### config.mk
export PLATFORM = sky130hd
export DESIGN_NAME = qos_wrr
export DESIGN_NICKNAME = d
export VERILOG_FILES = /design/src/rtl/qos_wrr.sv
export SDC_FILE = /design/constraint.sdc
export NUM_CORES = 1
export LEC_CHECK = 0
export ABC_AREA = 1
export CORE_MARGIN = 1
export CORE_UTILIZATION = 45
export DETAILED_ROUTE_END_ITERATION = 16
export GPL_TIMING_DRIVEN = 0
export PLACE_DENSITY_LB_ADDON = 0.2
export SLEW_MARGIN = 20
export SYNTH_ARGS = -nofsm -noshare
export SYNTH_HDL_FRONTEND = slang
export SYNTH_SLANG_ARGS = --single-unit
### constraint.sdc
create_clock -name CLK -period 7.3 [get_ports CLK]
set_clock_uncertainty 0.05 [all_clocks]
set_input_delay 0.73 -clock CLK [delete_from_list [all_inputs] [get_ports CLK]]
set_output_delay 0.73 -clock CLK [all_outputs]
set_load 0.02 [all_outputs]
### src/rtl/qos_wrr.sv
// qos_wrr -- multi-class QoS buffer with weighted round-robin read arbitration.
//
// Each incoming word is steered into one of NUM_Q FIFOs by its top QW bits.
// A WRR arbiter drains the FIFOs through a single registered read port. The
// block also produces flow-control hints and per-class served-word counters.
//
// Ports:
//   CLK, RESET        clock (rising edge), asynchronous active-low reset
//   DATA_IN, WRITE    write word and strobe; DATA_IN[DATA_W-1 -: QW] picks the queue
//   READ              pop request, served by the WRR arbiter
//   INIT              flush queues and load CFG_* while asserted
//   CFG_WEIGHT        per-queue weights, queue i at [i*WGT_W +: WGT_W] (0 acts as 1)
//   CFG_AF, CFG_AE    almost-full / almost-empty thresholds
//   REQ_SEL           selects the served-word counter shown on REQ_CNT
//   DATA_OUT, VALID   popped word, valid for one cycle after the popping edge
//   PAUSE, CONTINUE   some queue >= AF / every queue <= AE
//   ERROR             sticky overflow flag
//   STATE             RST=0, INIT=1, IDLE=2, ACTIVE=3, ERR=4
//   REQ_CNT           served-word counter of queue REQ_SEL, one cycle of latency
module qos_wrr #(
  parameter int DATA_W = 8,
  parameter int NUM_Q  = 4,
  parameter int DEPTH  = 4,
  parameter int WGT_W  = 4,
  parameter int CNT_W  = 5,
  localparam int QW = $clog2(NUM_Q),
  localparam int AW = $clog2(DEPTH)
) (
  input  logic                   CLK,
  input  logic                   RESET,
  input  logic [DATA_W-1:0]      DATA_IN,
  input  logic                   WRITE,
  input  logic                   READ,
  input  logic                   INIT,
  input  logic [NUM_Q*WGT_W-1:0] CFG_WEIGHT,
  input  logic [AW:0]            CFG_AF,
  input  logic [AW:0]            CFG_AE,
  input  logic [QW-1:0]          REQ_SEL,
  output logic [DATA_W-1:0]      DATA_OUT,
  output logic                   VALID,
  output logic                   PAUSE,
  output logic                   CONTINUE,
  output logic                   ERROR,
  output logic [2:0]             STATE,
  output logic [CNT_W-1:0]       REQ_CNT
);

  typedef enum logic [2:0] {
    S_RST    = 3'd0,
    S_INIT   = 3'd1,
    S_IDLE   = 3'd2,
    S_ACTIVE = 3'd3,
    S_ERR    = 3'd4
  } state_t;

  localparam logic [AW:0] FULL = (AW+1)'(DEPTH);

  state_t            r_state, w_state_nxt;
  logic [DATA_W-1:0] r_mem    [NUM_Q][DEPTH];
  logic [AW-1:0]     r_wptr   [NUM_Q];
  logic [AW-1:0]     r_rptr   [NUM_Q];
  logic [AW:0]       r_cnt    [NUM_Q];
  logic [CNT_W-1:0]  r_served [NUM_Q];
  logic [WGT_W-1:0]  r_weight [NUM_Q];
  logic [AW:0]       r_af, r_ae;
  logic [QW-1:0]     r_cur;
  logic [WGT_W-1:0]  r_credit;
  logic [DATA_W-1:0] r_data_out;
  logic              r_valid, r_pause, r_continue, r_error;
  logic [CNT_W-1:0]  r_req_cnt;

  logic              w_in_init, w_op, w_wr_en, w_wr_acc, w_overflow, w_pop, w_any_nxt;
  logic              w_pause_nxt, w_cont_nxt;
  logic [QW-1:0]     w_wq, w_pop_q, w_adv_q, w_cur_nxt;
  logic [WGT_W-1:0]  w_weff, w_credit_inc, w_credit_nxt;
  logic [AW:0]       w_cnt_nxt    [NUM_Q];
  logic [WGT_W-1:0]  w_weight_nxt [NUM_Q];
  logic [AW:0]       w_af_nxt, w_ae_nxt;

  // NOTE: every combinational output gets a default at the top of the block so
  // no path leaves it unassigned, which would otherwise infer a latch.
  always_comb begin
    w_in_init = INIT || (r_state == S_INIT);
    w_op      = !w_in_init && (r_state inside {S_IDLE, S_ACTIVE, S_ERR});
    w_wq      = DATA_IN[DATA_W-1 -: QW];

    // Pop source: cur if it holds data, else the nearest non-empty queue after it.
    // Scanning downward lets the smallest offset win.
    w_pop   = 1'b0;
    w_pop_q = r_cur;
    if (w_op && READ) begin
      if (r_cnt[r_cur] != '0) begin
        w_pop = 1'b1;
      end else begin
        for (int k = NUM_Q-1; k >= 1; k--) begin
          if (r_cnt[r_cur + QW'(k)] != '0) begin
            w_pop   = 1'b1;
            w_pop_q = r_cur + QW'(k);
          end
        end
      end
    end

    // A full queue still accepts a write when it is popped on the same edge.
    w_wr_en    = w_op && WRITE && (r_state != S_ERR);
    w_wr_acc   = w_wr_en && ((r_cnt[w_wq] != FULL) || (w_pop && (w_pop_q == w_wq)));
    w_overflow = w_wr_en && !w_wr_acc;

    w_any_nxt   = 1'b0;
    for (int q = 0; q < NUM_Q; q++) begin
      w_cnt_nxt[q] = r_cnt[q];
      if (w_in_init) begin
        w_cnt_nxt[q] = '0;
      end else begin
        if (w_wr_acc && (w_wq == QW'(q)))   w_cnt_nxt[q] = w_cnt_nxt[q] + (AW+1)'(1);
        if (w_pop && (w_pop_q == QW'(q)))   w_cnt_nxt[q] = w_cnt_nxt[q] - (AW+1)'(1);
      end
      if (w_cnt_nxt[q] != '0) w_any_nxt = 1'b1;
      w_weight_nxt[q] = w_in_init ? CFG_WEIGHT[q*WGT_W +: WGT_W] : r_weight[q];
    end
    w_af_nxt = w_in_init ? CFG_AF : r_af;
    w_ae_nxt = w_in_init ? CFG_AE : r_ae;

    // Flags are computed from post-edge counts and thresholds so they line up
    // with the queue update.
    w_pause_nxt = 1'b0;
    w_cont_nxt  = 1'b1;
    for (int q = 0; q < NUM_Q; q++) begin
      if (w_cnt_nxt[q] >= w_af_nxt) w_pause_nxt = 1'b1;
      if (w_cnt_nxt[q] >  w_ae_nxt) w_cont_nxt  = 1'b0;
    end

    // Next non-empty queue after the popped one (post-edge counts); offset NUM_Q
    // is the popped queue itself, and with nothing left cur parks on it.
    w_adv_q = w_pop_q;
    for (int k = NUM_Q; k >= 1; k--) begin
      if (w_cnt_nxt[w_pop_q + QW'(k)] != '0) w_adv_q = w_pop_q + QW'(k);
    end

    w_weff       = (r_weight[w_pop_q] == '0) ? WGT_W'(1) : r_weight[w_pop_q];
    w_credit_inc = ((w_pop_q == r_cur) ? r_credit : '0) + WGT_W'(1);
    w_cur_nxt    = r_cur;
    w_credit_nxt = r_credit;
    if (w_in_init) begin
      w_cur_nxt    = '0;
      w_credit_nxt = '0;
    end else if (w_pop) begin
      if ((w_credit_inc >= w_weff) || (w_cnt_nxt[w_pop_q] == '0)) begin
        w_cur_nxt    = w_adv_q;
        w_credit_nxt = '0;
      end else begin
        w_cur_nxt    = w_pop_q;
        w_credit_nxt = w_credit_inc;
      end
    end

    w_state_nxt = r_state;
    if (INIT) begin
      w_state_nxt = S_INIT;
    end else begin
      case (r_state)
        S_RST:            w_state_nxt = S_INIT;
        S_INIT:           w_state_nxt = S_IDLE;
        S_IDLE, S_ACTIVE: w_state_nxt = w_overflow ? S_ERR : (w_any_nxt ? S_ACTIVE : S_IDLE);
        S_ERR:            w_state_nxt = S_ERR;
        default:          w_state_nxt = S_INIT;
      endcase
    end
  end

  // NOTE: the storage array has no reset; occupancy counts and pointers define
  // which entries are meaningful, so clearing the data itself buys nothing.
  always_ff @(posedge CLK) begin
    if (w_wr_acc) r_mem[w_wq][r_wptr[w_wq]] <= DATA_IN;
  end

  // NOTE: all state updates use non-blocking assignments so every register
  // samples pre-edge values regardless of statement order.
  always_ff @(posedge CLK or negedge RESET) begin
    if (!RESET) begin
      r_state    <= S_RST;
      for (int q = 0; q < NUM_Q; q++) begin
        r_wptr[q]   <= '0;
        r_rptr[q]   <= '0;
        r_cnt[q]    <= '0;
        r_served[q] <= '0;
        r_weight[q] <= WGT_W'(1);
      end
      r_af       <= (AW+1)'(DEPTH-1);
      r_ae       <= (AW+1)'(1);
      r_cur      <= '0;
      r_credit   <= '0;
      r_data_out <= '0;
      r_valid    <= 1'b0;
      r_pause    <= 1'b0;
      r_continue <= 1'b1;
      r_error    <= 1'b0;
      r_req_cnt  <= '0;
    end else begin
      r_state <= w_state_nxt;
      for (int q = 0; q < NUM_Q; q++) begin
        r_cnt[q]    <= w_cnt_nxt[q];
        r_weight[q] <= w_weight_nxt[q];
        if (w_in_init) begin
          r_wptr[q]   <= '0;
          r_rptr[q]   <= '0;
          r_served[q] <= '0;
        end else begin
          if (w_wr_acc && (w_wq == QW'(q))) r_wptr[q] <= r_wptr[q] + AW'(1);
          if (w_pop && (w_pop_q == QW'(q))) begin
            r_rptr[q]   <= r_rptr[q] + AW'(1);
            r_served[q] <= r_served[q] + CNT_W'(1);
          end
        end
      end
      r_af       <= w_af_nxt;
      r_ae       <= w_ae_nxt;
      r_cur      <= w_cur_nxt;
      r_credit   <= w_credit_nxt;
      r_valid    <= w_pop;
      if (w_pop) r_data_out <= r_mem[w_pop_q][r_rptr[w_pop_q]];
      r_pause    <= w_pause_nxt;
      r_continue <= w_cont_nxt;
      if (w_in_init)       r_error <= 1'b0;
      else if (w_overflow) r_error <= 1'b1;
      r_req_cnt  <= r_served[REQ_SEL];
    end
  end

  assign DATA_OUT = r_data_out;
  assign VALID    = r_valid;
  assign PAUSE    = r_pause;
  assign CONTINUE = r_continue;
  assign ERROR    = r_error;
  assign STATE    = r_state;
  assign REQ_CNT  = r_req_cnt;

endmodule

# Yosys cells after proc, flatten, opt, wreduce, memory -nomap -nowiden
# Memories as Yosys holds them, arrays and structs flattened.
# Cells that the tools add are included.
word_totals:
  out_inout_bits: 20
  ramBits: 128
  ff_bits: 96
  n_memories: 1
  word_cells: 282
mem_list:
  columns: ["memory", "words", "width", "read_ports", "rd_clocked_by_memory_dff", "wr", "line_no", "rtl"]
  rows:
  - ["r_mem", 4, 32, 1, 0, 1, "59", "logic [DATA_W-1:0] r_mem [NUM_Q][DEPTH];"]
classes:
  mux: 127
  reduce_logical: 48
  n_bitwise: 12
  n_eq_ne: 14
  add_sub_neg: 27
  order_cmp: 22
op_table:
  columns: ["cell", "n"]
  rows:
  - ["two-way mux 3 bit", 38]
  - ["two-way mux 2 bit", 31]
  - ["binary-select mux 3 bit (select 2 bit)", 9]
  - ["two-way mux 5 bit", 10]
  - ["greater-or-equal comparator 3 bit (second input constant)", 12]
  - ["inverter 2 -> 3 bit", 12]
  - ["nonzero test 3 bit", 12]
  - ["two-way mux 32 bit", 1]
  - ["two-way mux 4 bit", 7]
  - ["two-way mux 8 bit", 3]
  - ["two-way mux 1 bit", 21]
  - ["adder 2 x 1 -> 2 bit (second input constant)", 10]
  - ["adder 5 x 1 -> 5 bit (second input constant)", 4]
  - ["nonzero test 2 bit", 10]
  - ["binary-select mux 8 bit (select 2 bit)", 1]
  - ["demux 8 bit (select 2 bit)", 1]
  - ["logical AND 1 bit", 16]
  - ["adder 3 x 1 -> 3 bit (second input constant)", 4]
  - ["greater-or-equal comparator 3 bit", 4]
  - ["greater-than comparator 3 bit", 4]
  - ["subtractor 3 x 1 -> 3 bit (second input constant)", 4]
  - ["binary-select mux 5 bit (select 2 bit)", 1]
  - ["case mux 3 bit (3 select lines)", 1]
  - ["adder 2 bit (second input constant)", 4]
  - ["18 further kinds", 30]

# Logic depth before layout (Yosys ltp)
# Gate-level depths: netlist of the first run.
logic_depth:
  word_depth: 31
  mapped_depth: 37
  ltp_nobuf: 35

# Worst setup path before layout of the first run
# No wires, ideal clock.
synth_timing:
  kind: "register to register"
  startpoint: "reg r_cur[0]"
  endpoint: "reg r_pause, in the netlist PAUSE"
  arrival_time_ps: 3918
  path_slack_ps: 3199
  t_required_ps: 7117
  period_less_slack_ps: 4101
  path_stages_with_launch: 27
  cell_sequence: "dfrtp_1 > buf_6 > buf_4 > o21ai_1 > nor2_2 > nand2_1 > nand2_1 > nand2_2 > inv_1 > nand2_1 > nand2_1 > nand2_1 > buf_2 > clkbuf_1 > buf_4 > ha_1 > inv_1 > nor2_1 > nand2_1 > xor2_1 > nand4_1 > nand3_1 > inv_1 > ha_1 > or4_1 > a21oi_1 > nand4_1"
synth_rtl:
  columns: ["item", "line_no", "rtl"]
  rows:
  - ["start, declared", "66", "logic [QW-1:0] r_cur;"]
  - ["start signal, assigned", "218", "r_cur <= w_cur_nxt;"]
  - ["end signal, assigned", "222", "r_pause <= w_pause_nxt;"]
  - ["end, declared", "69", "logic r_valid, r_pause, r_continue, r_error;"]

==> impl_metrics.yaml, run 1 <==
power_and_ir_drop:
  p_per_area_mw_per_mm2: 227.0
  p_int_mw: 2.256
  p_sw_share_pct: 24.22
  clockPowerShare_pct: 42.1
  power.net_switching_mw: 0.7211
  p_seq_share_pct: 47.5
  ir_drop_mv: 0.1231
  p_leak_nw: 5.481
  comb_power_share_pct: 10.5
layout:
  nets: 1373
  diodes: 0
  n_fill_cell: 2190
  multi_input_area_mm2: 0.004329
  regArea_mm2: 0.006256
  stdcell_count: 1634
  syn_to_final_growth_pct: 16.14
  fin_util_pct: 53.62
  drive_above_1_share_pct: 7.557
worst_setup_path:
  setup.worst_path.start_class: "flop"
  critPathMaxFanout: 11
  crit_arrival_ns: 5.89
  endpoint_kind: "flop"
  crit_start: "r_cur[0]"
  required_ns: 7.69
  worst_path_most_repeated_cell: "nand2_1"
  worstSetupPathType: "flop to flop"
  slowest_delay_ns: 0.53
  cpMaxStageDelayCell: "nor2_1"
  rr_worst_depth: 28
  rr_startpoint: "r_cur[0]"
logic_synthesis:
  synthMuxAreaShare_pct: 0
  synth_common_cells: "nand2_1 (203), nor2_1 (151), o21ai_0 (133)"
  synth_top_family_by_area: "simple AND/OR/NAND/NOR gates"
  syn_area_per_cell_um2: 9.365
  synth.distinct_cells: 47
  synth.top_cell.area_share_pct: 34.03
  synth_compound_area_share_pct: 13.67
  synth_fa_ha_area_share_pct: 4.985
  ys_async_sr_fraction_pct: 42.86
  netlist_top_cells_area: "edfxtp_1 (34%), dfrtp_1 (19%), nand2_1 (6.7%)"
  synth-edff-count: 128
  synth_xor_area_share_pct: 0.4653
  synth_top_cell_by_area: "edfxtp_1"
  synth_flop_cell: "edfxtp_1"
  ys_ff_latch: 224
  post-synth-top-count-cell: "nand2_1"
  synth_fp_nets: 1288
  syn_area_mm2: 0.01129
  yosys_warnings: 0
  synthCells: 1206
  synthSimpleGateAreaFrac_pct: 19.15
  synth-seq-area-share_pct: 55.39
cts:
  post_cts_resized: 0
  cts_buffer_depth: 3
  cts.htree.levels: 1
  worst_skew_pair.late_latency_ns: 0.54
  post-cts-setup-buffers: 0
  hold_buffers: 0
  clk_root_buffer_cell: "clkbuf_16"
  numCtsBuffers: 25
  cts_tree: "done"
  path_clk_slew_ns: 0.06
  clock-sinks: 224
sta:
  rsz0062_at_grt: "no"
  post-route-period-util_pct: 75.33
  final_hold_viol_count: 0
  holdWs_ns: 0.08596
  setup_viol: 0
  tightest_slew_ns: 0.9665
  fmax_mhz: 181.9
  max-slew-margin-rel_pct: 35.37
  fin_setup_tns_ns: 0
  final-max-slew-violation-count: 0
  finalCriticalPeriod_ns: 5.499
global_route:
  grt_max_degree: 52
  grt_pass1_wl_mm: 47.53
  grtUsageTotal_pct: 23.79
  grt_overflow: 0
  first_global_vias: 8643
  antenna_found_initial: 0
route:
  avgRoutedWirePerCell_um: 18.35
  remaining_drc_errors: 0
  drt_iter0_drc: 719
  via_per_inst: 5.417
  dr.pass1.iters: 5
  num_vias: 8852
  wl_mm: 29.98
  drtAntennaViolNets: 0
die:
  fp.dieH_um: 160.4
  die-area_mm2: 0.02574
  rows: 57
  io_pins: 57
  start_util_pct: 46.17
  core_area_mm2: 0.02446
  fp.dieW_um: 160.4
run:
  drv_cap: 0
outcome:
  status: "finished clean"
place:
  dp_hpwl_mm: 21.06
  gp_congestion: 0.8923
  dp_cells: 1588
  port-buffer-count: 56
worst_hold_path:
  hp-class: "input pin to async pin"
## power by group through the flow
stage          clock network [mW]  registers (mW)  logic, mW
3_3_place_gp                    0            1.44      0.304
4_1_cts                      1.27            1.41      0.314
3_5_place_dp                    0            1.44      0.311
6_report                     1.25            1.41      0.312
2_1_floorplan                   0            1.46      0.140
5_1_grt                      1.33            1.42      0.351
## worst max-delay path, delay by kind of cell, from the launching register on
| family | cells | cell delay, ns |
|---|---|---|
| AND/OR/NAND/NOR | 15 | 2.39 |
| buffers and inverters | 8 | 1.54 |
| adder cells (fa/ha/maj) | 2 | 0.52 |
| flip-flops | 1 | 0.37 |
| XOR/XNOR | 1 | 0.25 |
| AO/OA/AOI/OAI | 2 | 0.24 |
## metrics by stage
stage | worst slack, ns | cell area [um^2] | power (mW)
after floorplan | 3.199 | 11290 | 1.601
after global placement | 1.428 | 12260 | 1.742
after detailed placement | 1.401 | 12300 | 1.750
after CTS | 1.881 | 13120 | 3.000
after global routing | 1.282 | 13120 | 3.098
final | 1.801 | 13120 | 2.977
## flip-flops by register name, indices dropped and copies added, names as in the netlist
| signal | count |
|---|---|
| r_ae | 3 |
| r_cur | 2 |
| r_cnt | 12 |
| r_af | 3 |
| r_credit | 4 |
| VALID | 1 |
| CONTINUE | 1 |
| r_wptr | 8 |
| r_weight | 16 |
| PAUSE | 1 |
| r_mem | 128 |
| REQ_CNT | 5 |
| ERROR | 1 |
| r_rptr | 8 |
| DATA_OUT | 8 |
| STATE | 3 |
| r_served | 20 |
## cell type report
cell class	instances	area share [%]
Sequential cell	224	47.69
Multi-Input combinational cell	805	33.00
Clock buffer	31	5.017
Timing Repair Buffer	58	4.550
Inverter	129	3.710
Tap cell	324	3.090
Buffer	48	1.746
Clock inverter	15	1.192
## logic make-up after synthesis
family,after synthesis
xor gates and xnor gates,6
and+or+nand+nor,485
AOI/OAI and AO/OA,269
buffers and inverters,177
DFF,224
adders and majority gates,45
## per-layer routing
metal	GRT usage, %	share of wire [%]
met1	33.25	46
met2	38.11	45
met3	4.106	7.1
met4	6.580	2.3
met5	0	0
## final timing paths
| path | end | slack (ns) |
|---|---|---|
| min in group CLK | r_weight[0] | 0.42 |
| worst min-delay path | PAUSE | 0.09 |
| max in group asynchronous | r_weight[8] | 6.43 |
| worst max-delay path | CONTINUE | 1.80 |
| worst max register to register | CONTINUE | 1.80 |
| worst min register to register | r_weight[0] | 0.42 |
## placed cells by master, fill, tap and decap left out, types with 7 or more instances in the layout
master           Yosys  layout
edfxtp_1           128     128
nor2_1             151     151
nor3_1              13      13
ha_1                45      45
clkdlybuf4s50_1      0      55
o21ai_0            133     133
nand3_1             44      44
o211ai_1            17      17
nand2_2             11      11
dfrtp_1             88      88
clkbuf_1            32      37
o221ai_1            16      16
dfstp_2              8       8
inv_1              125     125
nand2_1            203     203
a21oi_1             51      51
a31oi_1              8       8
clkinv_1             1       8
o22ai_1             21      21
clkbuf_16            0      25
o21ai_1              7       7
nand4_1             17      17
nand3_2             10      10
Power figures use the tool's default switching activity.
==> run 2: changes to the inputs <==
clock period = 5.1 ns   (was 7.3 ns; I/O delays follow)
==> impl_metrics.yaml, run 2 (synthesis results as in run 1) <==
sta:
  post-route-period-util_pct: 93.78
  setup_viol: 0
  fmax_mhz: 209.1
  fin_setup_tns_ns: 0
  tightest_slew_ns: 0.9856
  finalCriticalPeriod_ns: 4.783
  holdWs_ns: 0.4195
  setup_slack_ns: 0.3171
  rsz0062_at_grt: "yes"
  max-slew-margin-rel_pct: 34.19
  final-max-slew-violation-count: 0
  final_hold_viol_count: 0
cts:
  path_clk_slew_ns: 0.06
  clk_root_buffer_cell: "clkbuf_16"
  clock-sinks: 224
  cts_tree: "done"
  numCtsBuffers: 25
  worst_skew_pair.late_latency_ns: 0.53
  cts.htree.levels: 1
  cts_buffer_depth: 3
  post-cts-setup-buffers: 0
route:
  wl_mm: 30.19
  drtAntennaViolNets: 0
  drt_iter0_drc: 750
  dr.pass1.iters: 5
  num_vias: 8895
  avgRoutedWirePerCell_um: 18.47
  via_per_inst: 5.440
  remaining_drc_errors: 0
global_route:
  first_global_vias: 8653
  grtUsageTotal_pct: 23.80
  grt_pass1_wl_mm: 47.58
  antenna_found_initial: 0
  grt_max_degree: 52
  grt_overflow: 0
place:
  dp_cells: 1588
  gp_congestion: 0.8923
  dp_hpwl_mm: 21.06
  port-buffer-count: 56
  place_ws_ns: -0.5792
worst_setup_path:
  reg2reg_setup_slack_ns: 0.32
  worst_path_most_repeated_cell: "nand2_1"
  worstSetupPathType: "flop to flop"
  reg2reg_to: "CONTINUE"
  required_ns: 5.48
  setup.worst_path.start_class: "flop"
  critPathMaxFanout: 11
  rr_startpoint: "r_cur[0]"
  endpoint_kind: "flop"
  cpMaxStageDelayCell: "dfrtp_1"
  rr_worst_depth: 28
  crit_arrival_ns: 5.17
  slowest_delay_ns: 0.37
power_and_ir_drop:
  p_per_area_mw_per_mm2: 323.2
  p_leak_nw: 5.530
  power_mw: 4.269
  ir_drop_mv: 0.1784
layout:
  nets: 1374
  largest_register_ffs: 128
  syn_to_final_growth_pct: 16.95
  final_cell_mix: "nand2_1 (202), nor2_1 (146), o21ai_0 (131)"
  diodes: 0
  mostFrequentLayoutCell: "nand2_1"
  stdcell_count: 1635
  drive_above_1_share_pct: 8.924
run:
  drv_cap: 0
die:
  rows: 57
  fp.dieW_um: 160.4
  start_util_pct: 46.17
  core_area_mm2: 0.02446
  die-area_mm2: 0.02574
  fp.dieH_um: 160.4
  io_pins: 57
worst_hold_path:
  hold_depth: 2
  hp-class: "flop to flop"
  min_from: "r_weight[0]"
  min_to: "r_weight[0]"
outcome:
  status: "finished clean"
-- run 2: changes by cell type in the layout (fill, tap and decap cells not counted), moves of 4 or more --
cell	delta
clkbuf_2	+5
nor2_4	+4
nor2_1	-5
clkbuf_1	-7
-- run 2: cell type report --
type | count | area [um^2]
plain buffers | 48 | 247.7
clock buffers | 31 | 658.1
clock inverters | 15 | 156.4
fillers | 2181 | 11250
inverters | 129 | 486.7
multi-input cells | 805 | 4387
flip-flops and latches | 224 | 6256
well taps | 324 | 405.4
repair buffers | 59 | 611.8
-- run 2: power breakdown --
group / total, mW / leakage (nW) / switching (mW) / internal (mW)
clock network: 1.79 / 0.400 / 0.725 / 1.07
logic: 0.452 / 2.72 / 0.281 / 0.171
registers: 2.02 / 2.41 / 0.0309 / 1.99
total: 4.27 / 5.53 / 1.04 / 3.23
-- run 2: worst max-delay path: cells and delay by family, from the launching register on --
| kind | cells | cell delay (ns) |
|---|---|---|
| AO/OA/AOI/OAI | 2 | 0.23 |
| XOR/XNOR | 1 | 0.20 |
| adder cells (fa/ha/maj) | 2 | 0.48 |
| buffers and inverters | 8 | 1.19 |
| flip-flops | 1 | 0.37 |
| AND/OR/NAND/NOR | 15 | 2.16 |
-- run 2: worst max-delay path by stage --
stage,startpoint,endpoint,slack (ns),depth (start not counted)
2_1_floorplan,r_cur[0],PAUSE,1.0,26
3_5_place_dp,INIT,CONTINUE,-0.58,25
3_3_place_gp,INIT,CONTINUE,-0.55,25
5_1_grt,r_cur[0],CONTINUE,-0.04,28
4_1_cts,r_cur[0],r_cur[1],0.007,31
6_report,r_cur[0],CONTINUE,0.32,28
-- run 2: repair_timing --
item,CTS,global route
setup endpoints to repair,9,9
gates cloned,0,0
hold buffers,1,0
hold endpoints to repair,41,0
gates resized for setup,8,31
-- run 2: per-stage QoR --
step	instance area [um^2]	utilization [%]
finish	13210	54.00
global route	13210	54.00
CTS	13140	53.73
detailed placement	12300	50.29
global placement	12260	50.12
floorplan	11290	-
-- run 2: routing by layer --
metal  track usage, %  wire length [um]
met3            4.106              2113
met2            38.17             13540
met4            6.580               726
met1            33.25             13810
met5                0                 0
==> edit 1: new RTL, flow settings as in run 2 <==
Register the input `CFG_WEIGHT` before use. The logic sees it one clock later. The other inputs are not delayed to match.
--- a/src/rtl/qos_wrr.sv
+++ b/src/rtl/qos_wrr.sv
@@ -57,2 +57,8 @@
 
+  logic [NUM_Q*WGT_W-1:0] CFG_WEIGHT_q;
+
+  always_ff @(posedge CLK) begin
+    CFG_WEIGHT_q <= CFG_WEIGHT;
+  end
+
   state_t            r_state, w_state_nxt;
@@ -118,3 +124,3 @@
       if (w_cnt_nxt[q] != '0) w_any_nxt = 1'b1;
-      w_weight_nxt[q] = w_in_init ? CFG_WEIGHT[q*WGT_W +: WGT_W] : r_weight[q];
+      w_weight_nxt[q] = w_in_init ? CFG_WEIGHT_q[q*WGT_W +: WGT_W] : r_weight[q];
     end
Behaviour: not the same (a bounded check fails within 10 cycles, from zero or initial values and one cycle with RESET low).
==> edit 1 against run 2 <==
Total power increased by 4.5%; area after synthesis increased by 3.0%; non-clock buffer count shrank 1; sequential cell count up 16; design area is 2.5% higher; wire length increased by 0.89%; count of clock-buffer cells in the layout is 3 higher; largest cell class unchanged; worst setup slack lost 0.014 ns; highest routed layer unchanged.
==> edit 1: results (changes against run 2) <==
Area of the die -> 26,500 µm² (+3.0%)
Flip-flop and latch share of the layout cell area -> 48.6% (+1.2 points)
Pre-CTS worst setup slack -> -0.712 ns (-0.132 ns)
Global-route usage over all layers -> 23.6% (-0.17 points)
Pin count of the biggest net entering global routing -> 69 (+33%)
Biggest area contributors in the synthesized netlist -> sky130_fd_sc_hd__edfxtp_1 (33%), sky130_fd_sc_hd__dfrtp_1 (19%), sky130_fd_sc_hd__nand2_1 (6.7%)
Via-to-Cell Ratio -> 5.40 (-0.69%)
Status -> completed
Total of plain and repair buffers excluding clock buffers -> 106 (-0.93%)
Number of gates resized after cts -> 4 (-4)
Worst hold path type -> input port to asynchronous set/reset pin
Reported leakage power -> 5.73 nW (+3.6%)
Proportion of cell area spent on the clock network -> 6.25% (+0.082 points)
Commonest cells in the netlist -> sky130_fd_sc_hd__nand2_1 (207), sky130_fd_sc_hd__nor2_1 (196), sky130_fd_sc_hd__edfxtp_1 (128)
Wire length of the first global-routing pass -> 47.9 mm (+0.78%)
NonClk Buf Share -> 6.12% (-0.39 points)
Layout multi-input combinational cell count -> 811 (+0.75%)
Post-synthesis adder-cell area fraction -> 4.84% (-0.15 points)
Sum of met3 wire segment lengths after detailed routing -> 2.15 mm (+1.7%)
Post-Layout Inst Area -> 13,500 µm² (+2.5%)
Wire length on met1 -> 14.1 mm (+2.3%)
Routability Congestion -> 0.882 (-1.2%)
Average wire per cell in the routed design -> 18.3 µm (-0.81%)
Placed Area -> 12,600 µm² (+2.6%)
Initial detailed-routing violation count -> 832 (+11%)
Max-slew headroom -> 36.3% (+2.1 points)
Total via count after detailed routing -> 8,985 (+1.0%)
Share of the synthesized netlist area taken by xor and xnor gates -> 0.452% (-0.014 points)
Power spent charging and discharging nets -> 0.00108 W (+4.0%)
Area of combinational cells with multiple inputs -> 4390 µm² (about the same)
Setup slack after layout -> 0.303 ns (-0.0141 ns)
Fraction of met3 tracks used by global routing -> 4.05% (-0.058 points)
Layout cells sized above 1 -> 9.53% (+0.60 points)
Gate count after technology mapping -> 1,229 (+1.9%)
Part of the total power dissipated in the clock network -> 41.6% (-0.4 points)
Number of global-route vias before repair -> 8,548 (-1.2%)
Number of nets in the layout -> 1,396 (+1.6%)
==> edit 1: changes by cell type in the layout (fill, tap and decap cells not counted), moves of 11 or more <==
cell	before	now
sky130_fd_sc_hd__o32ai_1	0	17
sky130_fd_sc_hd__o22ai_1	21	6
sky130_fd_sc_hd__nor2_1	146	192
sky130_fd_sc_hd__nand4_1	17	6
sky130_fd_sc_hd__dfxtp_1	0	16
sky130_fd_sc_hd__o221ai_1	16	0
sky130_fd_sc_hd__o21ai_0	131	95
sky130_fd_sc_hd__o211ai_1	17	36
==> edit 1: worst paths after layout <==
| path | cells past startpoint | end |
|---|---|---|
| max | 24 | CONTINUE |
| min | 2 | REQ_CNT[1] |
| max reg2reg | 24 | CONTINUE |
| min reg2reg | 2 | r_weight[12] |
| max in group asynchronous | 3 | CONTINUE |
| min in group CLK | 3 | REQ_CNT[4] |
==> edit 2: new RTL, settings of run 2 <==
Without the edit above. Set the parameter `NUM_Q` to 8 (it was 4).
--- a/src/rtl/qos_wrr.sv
+++ b/src/rtl/qos_wrr.sv
@@ -21,3 +21,3 @@
   parameter int DATA_W = 8,
-  parameter int NUM_Q  = 4,
+  parameter int NUM_Q  = 8,
   parameter int DEPTH  = 4,
Interface: changed (resized CFG_WEIGHT and REQ_SEL); port bits go from 57 to 74. No check against the original RTL was run, so the function may have changed too.
==> edit 2 against run 2 <==
The flow now finishes with violations (negative setup slack); non-clock buffer count rose by 177; sequential power rose by 92%; area after synthesis rose by 100%; total power rose to 3.3 times the old value; sequential cell count rose by 193; design area rose by 110%; worst setup slack got worse by 0.86 ns; wire length rose to 2.7 times the old value; combinational power rose to 16 times the old value; count of clock-buffer cells in the layout rose by 24; largest cell class unchanged; maximum frequency fell by 15%.
==> edit 2: results (changes against run 2) <==
Post-synth net total -> 2,733 (+110%)
Commonest cells in the netlist -> sky130_fd_sc_hd__nand2_1 (727), sky130_fd_sc_hd__edfxtp_1 (256), sky130_fd_sc_hd__inv_1 (225)
Wire length of the first global-routing pass -> 119 mm (+150%)
Worst ir drop on vdd -> 0.000299 V (+67%)
Post CTS Setup Buffer Count -> 79 (+79)
Multi-input gate share of total cell area -> 37.0% (+3.8 points)
Critical-path maximum fanout -> 7 (-4)
Number of nets in the layout -> 2,953 (+110%)
Post-route setup TNS -> -2.65 ns (-2.65 ns)
Endpoints failing setup -> 10 (+10)
Flip-flop count of the largest register, all copies and words added -> 256 (+100%)
Biggest area contributors in the synthesized netlist -> sky130_fd_sc_hd__edfxtp_1 (34%), sky130_fd_sc_hd__dfrtp_1 (17%), sky130_fd_sc_hd__nand2_1 (12%)
DIE WIDTH -> 226 µm (+41%)
Total via count after detailed routing -> 20,100 (+130%)
Worst-path cell with the longest stage delay -> sky130_fd_sc_hd__or3b_4
Number of enable flip-flop cells after synthesis -> 256 (+100%)
Setup slack after layout -> -0.543 ns (-0.860 ns)
Pin slew with the least headroom to its limit -> 1.13 ns (+0.147 ns)
Fraction of registers with async set or reset after synthesis -> 38.6% (-4.2 points)
Post-DP HPWL -> 57.1 mm (+170%)
Post-synthesis adder-cell area fraction -> 4.82% (-0.16 points)
Number of buffers inserted by port buffering -> 71 (+27%)
Initial detailed-routing violation count -> 2,185 (+190%)
Status -> finished, violations left
Number of antenna violations at the first check in global routing -> 1 (+1)
Global-route usage over all layers -> 32.0% (+8.2 points)
Violated checks -> negative setup slack
Share of the synthesized netlist area taken by xor and xnor gates -> 0.887% (+0.42 points)
Pre-CTS worst setup slack -> -1.86 ns (-1.28 ns)
Flip-flop and latch share of the layout cell area -> 42.3% (-5.0 points)
H-Tree Level Count -> 2 (+1)
Sequential share of the synthesized area -> 52.0% (-3.4 points)
Clock buffers -> 55 (+77%)
edit 2: through the flow:
step	std cells	hold WS [ns]	power [W]
final	3508	0.334	0.0142
after global routing	3508	0.321	0.0149
after CTS	3488	0.309	0.0138
after detailed placement	3331	0.402	0.00988
after global placement	3327	0.401	0.00980
after floorplan	2592	0.164	0.00782
edit 2: per-layer routing:
metal / up-vias / routed length (µm)
met5: - / 11
met4: 2 / 3630
met3: 160 / 7150
met2: 910 / 36300
met1: 9770 / 33900
li1: 9224 / -
edit 2: worst paths after layout:
| check | startpoint | endpoint | slack, ns | depth (start not counted) |
|---|---|---|---|---|
| min | DATA_IN[6] | r_mem[7][14] | 0.33 | 1 |
| max | r_cur[0] | CONTINUE | -0.54 | 43 |
| min in group asynchronous | RESET | r_served[9] | 0.45 | 2 |
| min reg2reg | r_weight[0] | r_weight[0] | 0.41 | 2 |
| max in group asynchronous | RESET | r_weight[0] | 3.61 | 3 |
| max reg2reg | r_cur[0] | CONTINUE | -0.54 | 43 |
